==> src/rtl/wb_arbiter.sv <==
// Two-master round-robin arbiter for the internal 8-bit register bus.
// Routes one single-beat transfer at a time and ends stalled transfers with an error.
module wb_arbiter #(
    parameter int TIMEOUT = 64,
    parameter int TW      = 8
) (
    input  logic       clk_i,
    input  logic       rst_i,
    input  logic       m0_stb_i,
    input  logic       m0_we_i,
    input  logic [7:0] m0_adr_i,
    input  logic [7:0] m0_dat_i,
    output logic       m0_ack_o,
    output logic       m0_err_o,
    output logic [7:0] m0_dat_o,
    output logic       m0_gnt_o,
    input  logic       m1_stb_i,
    input  logic       m1_we_i,
    input  logic [7:0] m1_adr_i,
    input  logic [7:0] m1_dat_i,
    output logic       m1_ack_o,
    output logic       m1_err_o,
    output logic [7:0] m1_dat_o,
    output logic       m1_gnt_o,
    output logic       stb_o,
    output logic       we_o,
    output logic [7:0] adr_o,
    output logic [7:0] dat_o,
    input  logic       ack_i,
    input  logic [7:0] dat_i
);

    typedef enum logic [1:0] {
        IDLE = 2'd0,
        GNT0 = 2'd1,
        GNT1 = 2'd2
    } state_t;

    localparam bit            TO_EN    = (TIMEOUT != 0);
    localparam logic [TW-1:0] CNT_LAST = TW'(TIMEOUT - 1);

    state_t        state_reg, state_next;
    logic          last_reg, last_next;
    logic [TW-1:0] cnt_reg, cnt_next;

    logic          granted;
    logic [1:0]    gnt_vec;
    logic          cur_stb, cur_we;
    logic [7:0]    cur_adr, cur_dat;
    logic          timeout_hit;
    logic          term_ack;
    logic [7:0]    rdat;
    logic [1:0]    ack_vec, err_vec;
    logic [7:0]    rdat_vec [2];

    // Everything below is decoded from the registered state, so an async
    // reset forces every output low without waiting for an edge.
    assign gnt_vec = {state_reg == GNT1, state_reg == GNT0};
    assign granted = |gnt_vec;

    assign cur_stb = gnt_vec[1] ? m1_stb_i : m0_stb_i;
    assign cur_we  = gnt_vec[1] ? m1_we_i  : m0_we_i;
    assign cur_adr = gnt_vec[1] ? m1_adr_i : m0_adr_i;
    assign cur_dat = gnt_vec[1] ? m1_dat_i : m0_dat_i;

    // A slave ack in the timeout cycle wins; an abort suppresses the error.
    assign timeout_hit = TO_EN && granted && cur_stb && !ack_i && (cnt_reg == CNT_LAST);
    assign term_ack    = granted && (ack_i || timeout_hit);
    assign rdat        = ack_i ? dat_i : 8'hFF;

    genvar gi;
    generate
        for (gi = 0; gi < 2; gi++) begin : g_master
            assign ack_vec[gi]  = gnt_vec[gi] & term_ack;
            assign err_vec[gi]  = gnt_vec[gi] & timeout_hit;
            assign rdat_vec[gi] = (gnt_vec[gi] & term_ack) ? rdat : 8'h00;
        end
    endgenerate

    assign m0_gnt_o = gnt_vec[0];
    assign m0_ack_o = ack_vec[0];
    assign m0_err_o = err_vec[0];
    assign m0_dat_o = rdat_vec[0];
    assign m1_gnt_o = gnt_vec[1];
    assign m1_ack_o = ack_vec[1];
    assign m1_err_o = err_vec[1];
    assign m1_dat_o = rdat_vec[1];

    assign stb_o = granted ? cur_stb : 1'b0;
    assign we_o  = granted ? cur_we  : 1'b0;
    assign adr_o = granted ? cur_adr : 8'h00;
    assign dat_o = granted ? cur_dat : 8'h00;

    always_ff @(posedge clk_i or posedge rst_i) begin
        if (rst_i) begin
            state_reg <= IDLE;
            last_reg  <= 1'b1;
            cnt_reg   <= '0;
        end else begin
            state_reg <= state_next;
            last_reg  <= last_next;
            cnt_reg   <= cnt_next;
        end
    end

    always_comb begin
        state_next = state_reg;
        last_next  = last_reg;
        cnt_next   = cnt_reg;
        case (state_reg)
            IDLE: begin
                // On a tie the master that was not granted last goes first.
                if (m0_stb_i && (!m1_stb_i || last_reg)) begin
                    state_next = GNT0;
                    last_next  = 1'b0;
                    cnt_next   = '0;
                end else if (m1_stb_i) begin
                    state_next = GNT1;
                    last_next  = 1'b1;
                    cnt_next   = '0;
                end
            end
            GNT0, GNT1: begin
                if (!cur_stb || ack_i || timeout_hit) begin
                    state_next = IDLE;
                end else if (cnt_reg != '1) begin
                    cnt_next = cnt_reg + 1'b1;
                end
            end
            default: state_next = IDLE;
        endcase
    end

endmodule
==> config.mk <==
export PLATFORM = sky130hd
export DESIGN_NAME = wb_arbiter
export DESIGN_NICKNAME = d
export VERILOG_FILES = /design/src/rtl/wb_arbiter.sv
export SDC_FILE = /design/constraint.sdc
export NUM_CORES = 1
export LEC_CHECK = 0
export CAP_MARGIN = 20
export CELL_PAD_IN_SITES_DETAIL_PLACEMENT = 0
export CELL_PAD_IN_SITES_GLOBAL_PLACEMENT = 2
export CORE_UTILIZATION = 18
export CTS_CLUSTER_SIZE = 30
export DETAILED_ROUTE_END_ITERATION = 10
export MAX_ROUTING_LAYER = met4
export PLACE_DENSITY = 0.91
export SYNTH_ARGS = -nofsm -noshare
export SYNTH_HDL_FRONTEND = slang
export SYNTH_SLANG_ARGS = --single-unit
export TNS_END_PERCENT = 30
==> constraint.sdc <==
create_clock -name clk_i -period 3 [get_ports clk_i]
set_input_delay 0.9 -clock clk_i [delete_from_list [all_inputs] [get_ports clk_i]]
set_output_delay 0.9 -clock clk_i [all_outputs]
set_load 0.005 [all_outputs]
==> results of run 1 <==
==> synthesized netlist by cell type (3+ instances only) <==
| cell type | n |
|---|---|
| a21oi_1 | 5 |
| inv_1 | 8 |
| buf_2 | 3 |
| and2_1 | 3 |
| a31oi_1 | 3 |
| o21ai_0 | 4 |
| clkbuf_1 | 4 |
| nor2b_1 | 26 |
| mux2i_1 | 19 |
| nor2_1 | 23 |
| nand2_1 | 12 |
| nand4_1 | 3 |
| ha_1 | 5 |
| nand3_1 | 5 |
| dfrtp_1 | 10 |
==> per-stage QoR <==
| stage | hold slack (ns) | cell area (um2) | setup slack (ns) | util, % |
|---|---|---|---|---|
| CTS | 0.537 | 2480 | -0.0385 | 36.3 |
| global route | 0.564 | 2470 | -0.00323 | 36.2 |
| global placement | 0.512 | 2370 | -0.529 | 34.7 |
| detailed placement | 0.535 | 2370 | -0.555 | 34.7 |
| floorplan | 0.502 | 1280 | 0.375 | - |
| finish | 0.531 | 2470 | 0.0137 | 36.2 |
==> final timing paths <==
path,endpoint,slack (ns),cells after the start
worst max-delay path,dat_o[2],0.01,4
worst min-delay path,last_reg$_DFFE_PP1P_,0.53,2
worst max register to register,cnt_reg[5]$_DFFE_PP0P_,0.60,8
worst min register to register,last_reg$_DFFE_PP1P_,0.53,2
max in group asynchronous,last_reg$_DFFE_PP1P_,1.69,2
min in group asynchronous,cnt_reg[0]$_DFFE_PP0P_,0.97,2
==> power by group through the flow <==
stage               clock (W)  sequential, W  combinational, W
CTS                  0.000154       0.000211           0.00131
detailed placement          0       0.000214           0.00128
finish               0.000149       0.000212           0.00128
global route         0.000165       0.000216           0.00142
global placement            0       0.000212           0.00128
floorplan                   0       0.000209          0.000674
==> placed cells by master (no fill, tap or decap), drive strengths merged, types with 2 or more instances in the layout <==
cell type	n
a21boi	2
a21oi	6
a31oi	3
a41o	2
and2	4
buf	32
clkbuf	10
clkdlybuf4s15	6
clkdlybuf4s50	53
dfrtp	10
dlygate4sd2	4
dlymetal6s2s	10
ha	5
inv	8
mux2i	19
nand2	12
nand3	5
nand4	3
nand4b	2
nor2	23
nor2b	26
nor4	2
o21ai	4
==> per-layer routing <==
metal	up-vias	GRT usage, %
li1	795	-
met1	729	14.6
met2	81	20.3
met3	2	3.14
met4	0	3.64
met5	-	-
==> worst min-delay path, stage by stage (launching register included) <==
cell and delay (ns):
dfstp_2 0.37, a21oi_1 0.11, a31oi_1 0.05
==> cells by family after synthesis <==
| family | Yosys count |
|---|---|
| simple gates | 84 |
| compound gates | 28 |
| mux | 20 |
| buf+inv | 15 |
| flops | 11 |
| fa+ha+maj | 5 |
==> timing repair <==
action,in CTS,in global routing
resized for setup,63,28
setup buffers,5,1
setup endpoints to repair,22,36
hold buffers,0,0
pin swaps,2,2
gates cloned,1,0
==> layout make-up <==
class	instances	area [um2]	share of cell area, %
clock buffer	4	45.0	1.82
inverter	8	30.0	1.21
multi-input combinational	137	970	39.2
sequential	11	277	11.2
tap	96	120	4.85
timing repair buffer	111	1030	41.8
==> impl_results.md, run 1 <==
* Clock period minus worst slack at 2.99 ns
* Finished Layout Cells at 367
* Critical path peak fanout at 1
* Syn Std Cell Area at 1280 um2
* I/O pins at 87
* Switching Share at 39.6%
* Number of flip-flops in the largest register at 8
* Predominant post-synthesis flop cell: dfrtp_1
* Max cap viols at 0
* Clock transition at the registers of the reported paths at 0.05 ns
* WP data required at 2.10 ns
* Area Overhead vs Synth at 93.9%
* Max stage delay on crit path at 0.52 ns
* CP Data Arrival Time at 2.09 ns
* Initial Util at 18.7%
* Height of the die at 86.2 um
* Synth Area in Simple Gates at 35.1%
* Htree depth at 1
* Setup TNS at 0 ns
* Clock share of power at 9.1%
* Global-route wire length before repair at 7110 um
* Mapped Nets at 215
* Fmax achieved at 335 MHz
* Synthesized-area fraction occupied by adder cells at 4.90%
* Area of the die at 7430 um2
* Status: finished clean
* Synth Area in Compound Gates at 17.5%
* Setup Skew at 0.00284 ns
* Clock latency on the worst-skew pair at 0.24 ns
* Antenna-violating nets left at 0
* Largest family of logic cells by synthesized area: simple AND/OR/NAND/NOR gates
* Placed cells at 357
* Clock Tree Root: clkbuf_8
* Met1 wire length at 1860 um
* FP Rows at 30
* CP startpoint kind: input port
* CTS max path bufs at 2
* Sequential area share after synthesis at 21.7%
* P_sw at 0.000651 W
* TritonCTS clock tree: yes
* 1st-pass router iterations at 4
* Vias/cell at 4.38
* Worst Setup SP: m1_dat_i[2]
* Proportion of synthesized area in mux cells at 16.1%
* Routed length per instance at 11.7 um
* PortBufs at 86
* Diodes inserted at 0
* # DRC at 0
* Worst min-delay path class: reg -> reg
* Met2 WL at 1920 um
* Drt initial violations at 64
* Crit-path cells: clkdlybuf4s50_1, mux2i_1, nor2b_1, clkdlybuf4s50_1
* Final Cycle Share at 99.5%
* Placeable Area at 6830 um2
* Avg Cell Area, Syn at 7.83 um2
* R2R Path Start: state_reg[1]$_DFFE_PP0P_
* CP dominant cell by count: clkdlybuf4s50_1
* Asr flop ratio synth at 100%
* Total Routing Usage GR at 12.3%
* RSZ-0062 raised after global routing: yes
* Clock Sink Count at 11
* Met3 routed WL at 477 um
* Slew Limit Fails at 0
* Yosys warns at 0
* Layout Nets at 324
* GPL Wtd Cong at 0.771
* Layout cells sized above 1 at 22.1%
* Post-synthesis xor/xnor area fraction at 0%
* Post-synth top area share at 19.6%
* # setup viols final at 0
* Die width at 86.2 um
* Synth cell types at 41
* Vias at 1607
* Final HPWL DP at 3260 um
* LEAKAGE at 1.19 nW
* Cells after Synth at 163
* Kind of critical path: in -> out
* DR top layer: met4
* Grt total ovfl at 0
* Pwr Density at 664 nW/um2
* Final wirelength at 4290 um
* CP Buf/Inv Count at 2
* Crit path capture type: output pin
* Internal power at 0.000991 W
* Cell taking the most area after synthesis: dfrtp_1
* CTS Buf Count at 3
* Flop pwr share at 12.9%
* Slowest cell on crit path: clkdlybuf4s50_1
* Pin slew with the least headroom to its limit at 0.454 ns
* Largest net degree at the start of global routing at 22
* Filler cells at 728
* Total Power at 0.00164 W
* Top delay family on crit path: buffers and inverters
* #FFs+latches synth at 11
* Relative max-transition margin at 69.7%
* Peak VDD IR at 0.334 mV
* Min-delay src: last_reg$_DFFE_PP1P_
* Number of global-route vias before repair at 1527
* Fin. Hold Viols at 0
* Synth area leaders: dfrtp_1 20%, mux2i_1 15%, nor2b_1 13%, nor2_1 6.8%, ha_1 4.9%
* Comb power frac at 78.0%
* Post-synth EDFFs at 0
* Initial antenna violation count at 0
(Power assumes the default switching activity.)
==> inputs of run 2 (changes only) <==
==> constraint.sdc (replaced) <==
create_clock -name clk_i -period 2.84 [get_ports clk_i]
set_input_delay 0.852 -clock clk_i [delete_from_list [all_inputs] [get_ports clk_i]]
set_output_delay 0.852 -clock clk_i [all_outputs]
set_load 0.005 [all_outputs]
==> impl_results.md, run 2 (synthesized netlist as in run 1, its figures left out) <==
* CTS max path bufs at 2 (unchanged)
* Pin slew with the least headroom to its limit at 0.425 ns (-0.0292 ns)
* PortBufs at 86 (unchanged)
* Pwr Density at 699 nW/um2 (+5.3%)
* Footprint of the multi-input gates at 975 um2 (+0.52%)
* Hold path depth at 2 (unchanged)
* Drt initial violations at 42 (-34%)
* Crit path capture type: output pin
* Antenna-violating nets left at 0 (unchanged)
* Die width at 86.2 um (unchanged)
* Most common cell after layout, fill and taps aside: clkdlybuf4s50_1
* Grt total ovfl at 0 (unchanged)
* Final wirelength at 4370 um (+2.0%)
* Critical path peak fanout at 3 (+2)
* Layout cells sized above 1 at 25.9% (+3.8 points)
* Relative max-transition margin at 70.9% (+1.2 points)
* Clock Sink Count at 11 (unchanged)
* Worst path depth at 8 (+4)
* CP dominant cell by count: buf_2
* Peak VDD IR at 0.320 mV (-4.1%)
* TritonCTS clock tree: yes
* Post-Place Worst Slack at -0.614 ns (-0.0590 ns)
* Final hold slack at 0.533 ns (+0.00127 ns)
* Routed length per instance at 11.7 um (about the same)
* Slowest cell on crit path: mux2_4
* # setup viols final at 0 (unchanged)
* Clock latency on the worst-skew pair at 0.24 ns (about the same)
* Setup Skew at 0.00271 ns (-0.000138 ns)
* Clock transition at the registers of the reported paths at 0.05 ns (about the same)
* Layout Nets at 331 (+2.2%)
* Vias at 1623 (+1.0%)
* Clock Tree Root: clkbuf_8
* Initial Util at 18.7% (unchanged)
* # DRC at 0 (unchanged)
* Kind of critical path: in -> out
* Clock period minus worst slack at 2.79 ns
* CTS Buf Count at 3 (unchanged)
* Crit-path cells: buf_2, mux2_4, a41o_1, nand3_2, buf_6, buf_4, nor2_1, buf_2
* CP startpoint kind: input port
* Worst setup margin at 0.0475 ns (+0.0338 ns)
* Total Routing Usage GR at 13.0% (+0.76 points)
* Fmax achieved at 358 MHz
* Max cap viols at 0 (unchanged)
* Height of the die at 86.2 um (unchanged)
* Largest net degree at the start of global routing at 22 (unchanged)
* Finished Layout Cells at 374 (+1.9%)
* Worst min-delay path class: reg -> reg
* FP Rows at 30 (unchanged)
* Final Cycle Share at 98.3%
* Placeable Area at 6830 um2 (unchanged)
* Most frequent cells in the layout: 45 x clkdlybuf4s50_1, 25 x nor2b_1, 24 x buf_4
* Setup TNS at 0 ns (unchanged)
* GPL Wtd Cong at 0.789 (+2.4%)
* Area Overhead vs Synth at 95.6%
* Diodes inserted at 0 (unchanged)
* Number of global-route vias before repair at 1683 (+10%)
* CP Buf/Inv Count at 4 (+2)
* Initial antenna violation count at 0 (unchanged)
* LEAKAGE at 1.20 nW (+0.61%)
* Top delay family on crit path: buffers and inverters
* CP Data Arrival Time at 1.94 ns (-0.15 ns)
* Max stage delay on crit path at 0.26 ns (-0.26 ns)
* Global-route wire length before repair at 7540 um (+6.0%)
* RSZ-0062 raised after global routing: yes
* Status: finished clean
* Vias/cell at 4.34 (-0.89%)
* Register area at 277 um2 (unchanged)
* Htree depth at 1 (unchanged)
* 1st-pass router iterations at 4 (unchanged)
* WP data required at 1.99 ns (-0.11 ns)
* Filler cells at 714 (-1.9%)
* Fin. Hold Viols at 0 (unchanged)
* Area of the die at 7430 um2 (unchanged)
* I/O pins at 87 (unchanged)
* Number of flip-flops in the largest register at 8 (unchanged)
* Placed cells at 362 (+1.4%)
* Slew Limit Fails at 0 (unchanged)
* Worst R2R Path Depth at 9 (+1)
* Final HPWL DP at 3410 um (+4.6%)
==> run 2: cell types whose count changed in the layout (fill, tap and decap cells not counted), moves of 3 or more <==
cell | previous run | this run
dlygate4sd2_1 | 4 | 17
buf_2 | 7 | 16
clkdlybuf4s50_1 | 53 | 45
buf_4 | 17 | 24
clkbuf_2 | 6 | 0
dlymetal6s2s_1 | 10 | 4
clkdlybuf4s15_1 | 6 | 3
==> run 2: stage by stage <==
step / total power [W] / utilization, % / instance area, um2
floorplan: 0.000934 / - / 1280
global placement: 0.00160 / 35.2 / 2410
detailed placement: 0.00161 / 35.2 / 2410
CTS: 0.00172 / 35.7 / 2440
global route: 0.00192 / 36.5 / 2500
finish: 0.00174 / 36.5 / 2500
==> run 2: what timing repair did <==
action	4_1_cts	5_1_grt
pin swaps	3	2
buffers inserted	6	1
setup endpoints to repair	38	24
gates cloned	1	0
resized for setup	101	16
hold buffers	0	0
==> run 2: routing by layer <==
layer | track usage (%) | part of all wire, % | vias to the layer above
met1 | 14.2 | 40 | 722
li1 | - | - | 807
met4 | 3.64 | 0.64 | 0
met2 | 23.4 | 46 | 92
met3 | 3.24 | 13 | 2
met5 | - | 0 | -
==> run 2: worst min-delay path: stages (launching register included) <==
cell and delay, ns:
dfstp_2 0.37, a21oi_1 0.11, a31oi_1 0.05
==> run 2: worst paths after layout <==
path | endpoint | slack [ns] | startpoint
max | m1_dat_o[4] | 0.05 | m1_stb_i
min | last_reg$_DFFE_PP1P_ | 0.53 | last_reg$_DFFE_PP1P_
max reg2reg | cnt_reg[1]$_DFFE_PP0P_ | 0.40 | state_reg[1]$_DFFE_PP0P_
min reg2reg | last_reg$_DFFE_PP1P_ | 0.53 | last_reg$_DFFE_PP1P_
max in group asynchronous | last_reg$_DFFE_PP1P_ | 1.59 | rst_i
min in group asynchronous | cnt_reg[0]$_DFFE_PP0P_ | 0.92 | rst_i
==> run 2: power breakdown <==
part,total [W],internal [W],switching (W)
clock,0.000156,0.0000985,0.0000574
sequential,0.000219,0.000194,0.0000251
combinational,0.00137,0.000754,0.000614
total,0.00174,0.00105,0.000697
==> run 2: area by class of cell <==
cell class	count	area share (%)
clock buffers	4	1.80
inverters	8	1.20
repair buffers	118	42.1
flip-flops and latches	11	11.1
well taps	96	4.81
multi-input cells	137	39.0
==> inputs of run 3 (changes only) <==
--- a/config.mk
+++ b/config.mk
@@ -9,6 +9,7 @@
 export CELL_PAD_IN_SITES_DETAIL_PLACEMENT = 0
 export CELL_PAD_IN_SITES_GLOBAL_PLACEMENT = 2
 export CORE_UTILIZATION = 18
+export CTS_CLUSTER_DIAMETER = 120
 export CTS_CLUSTER_SIZE = 30
 export DETAILED_ROUTE_END_ITERATION = 10
 export MAX_ROUTING_LAYER = met4
==> results of run 3 <==
The final DEF is identical to that of run 2; final timing and power are the same.
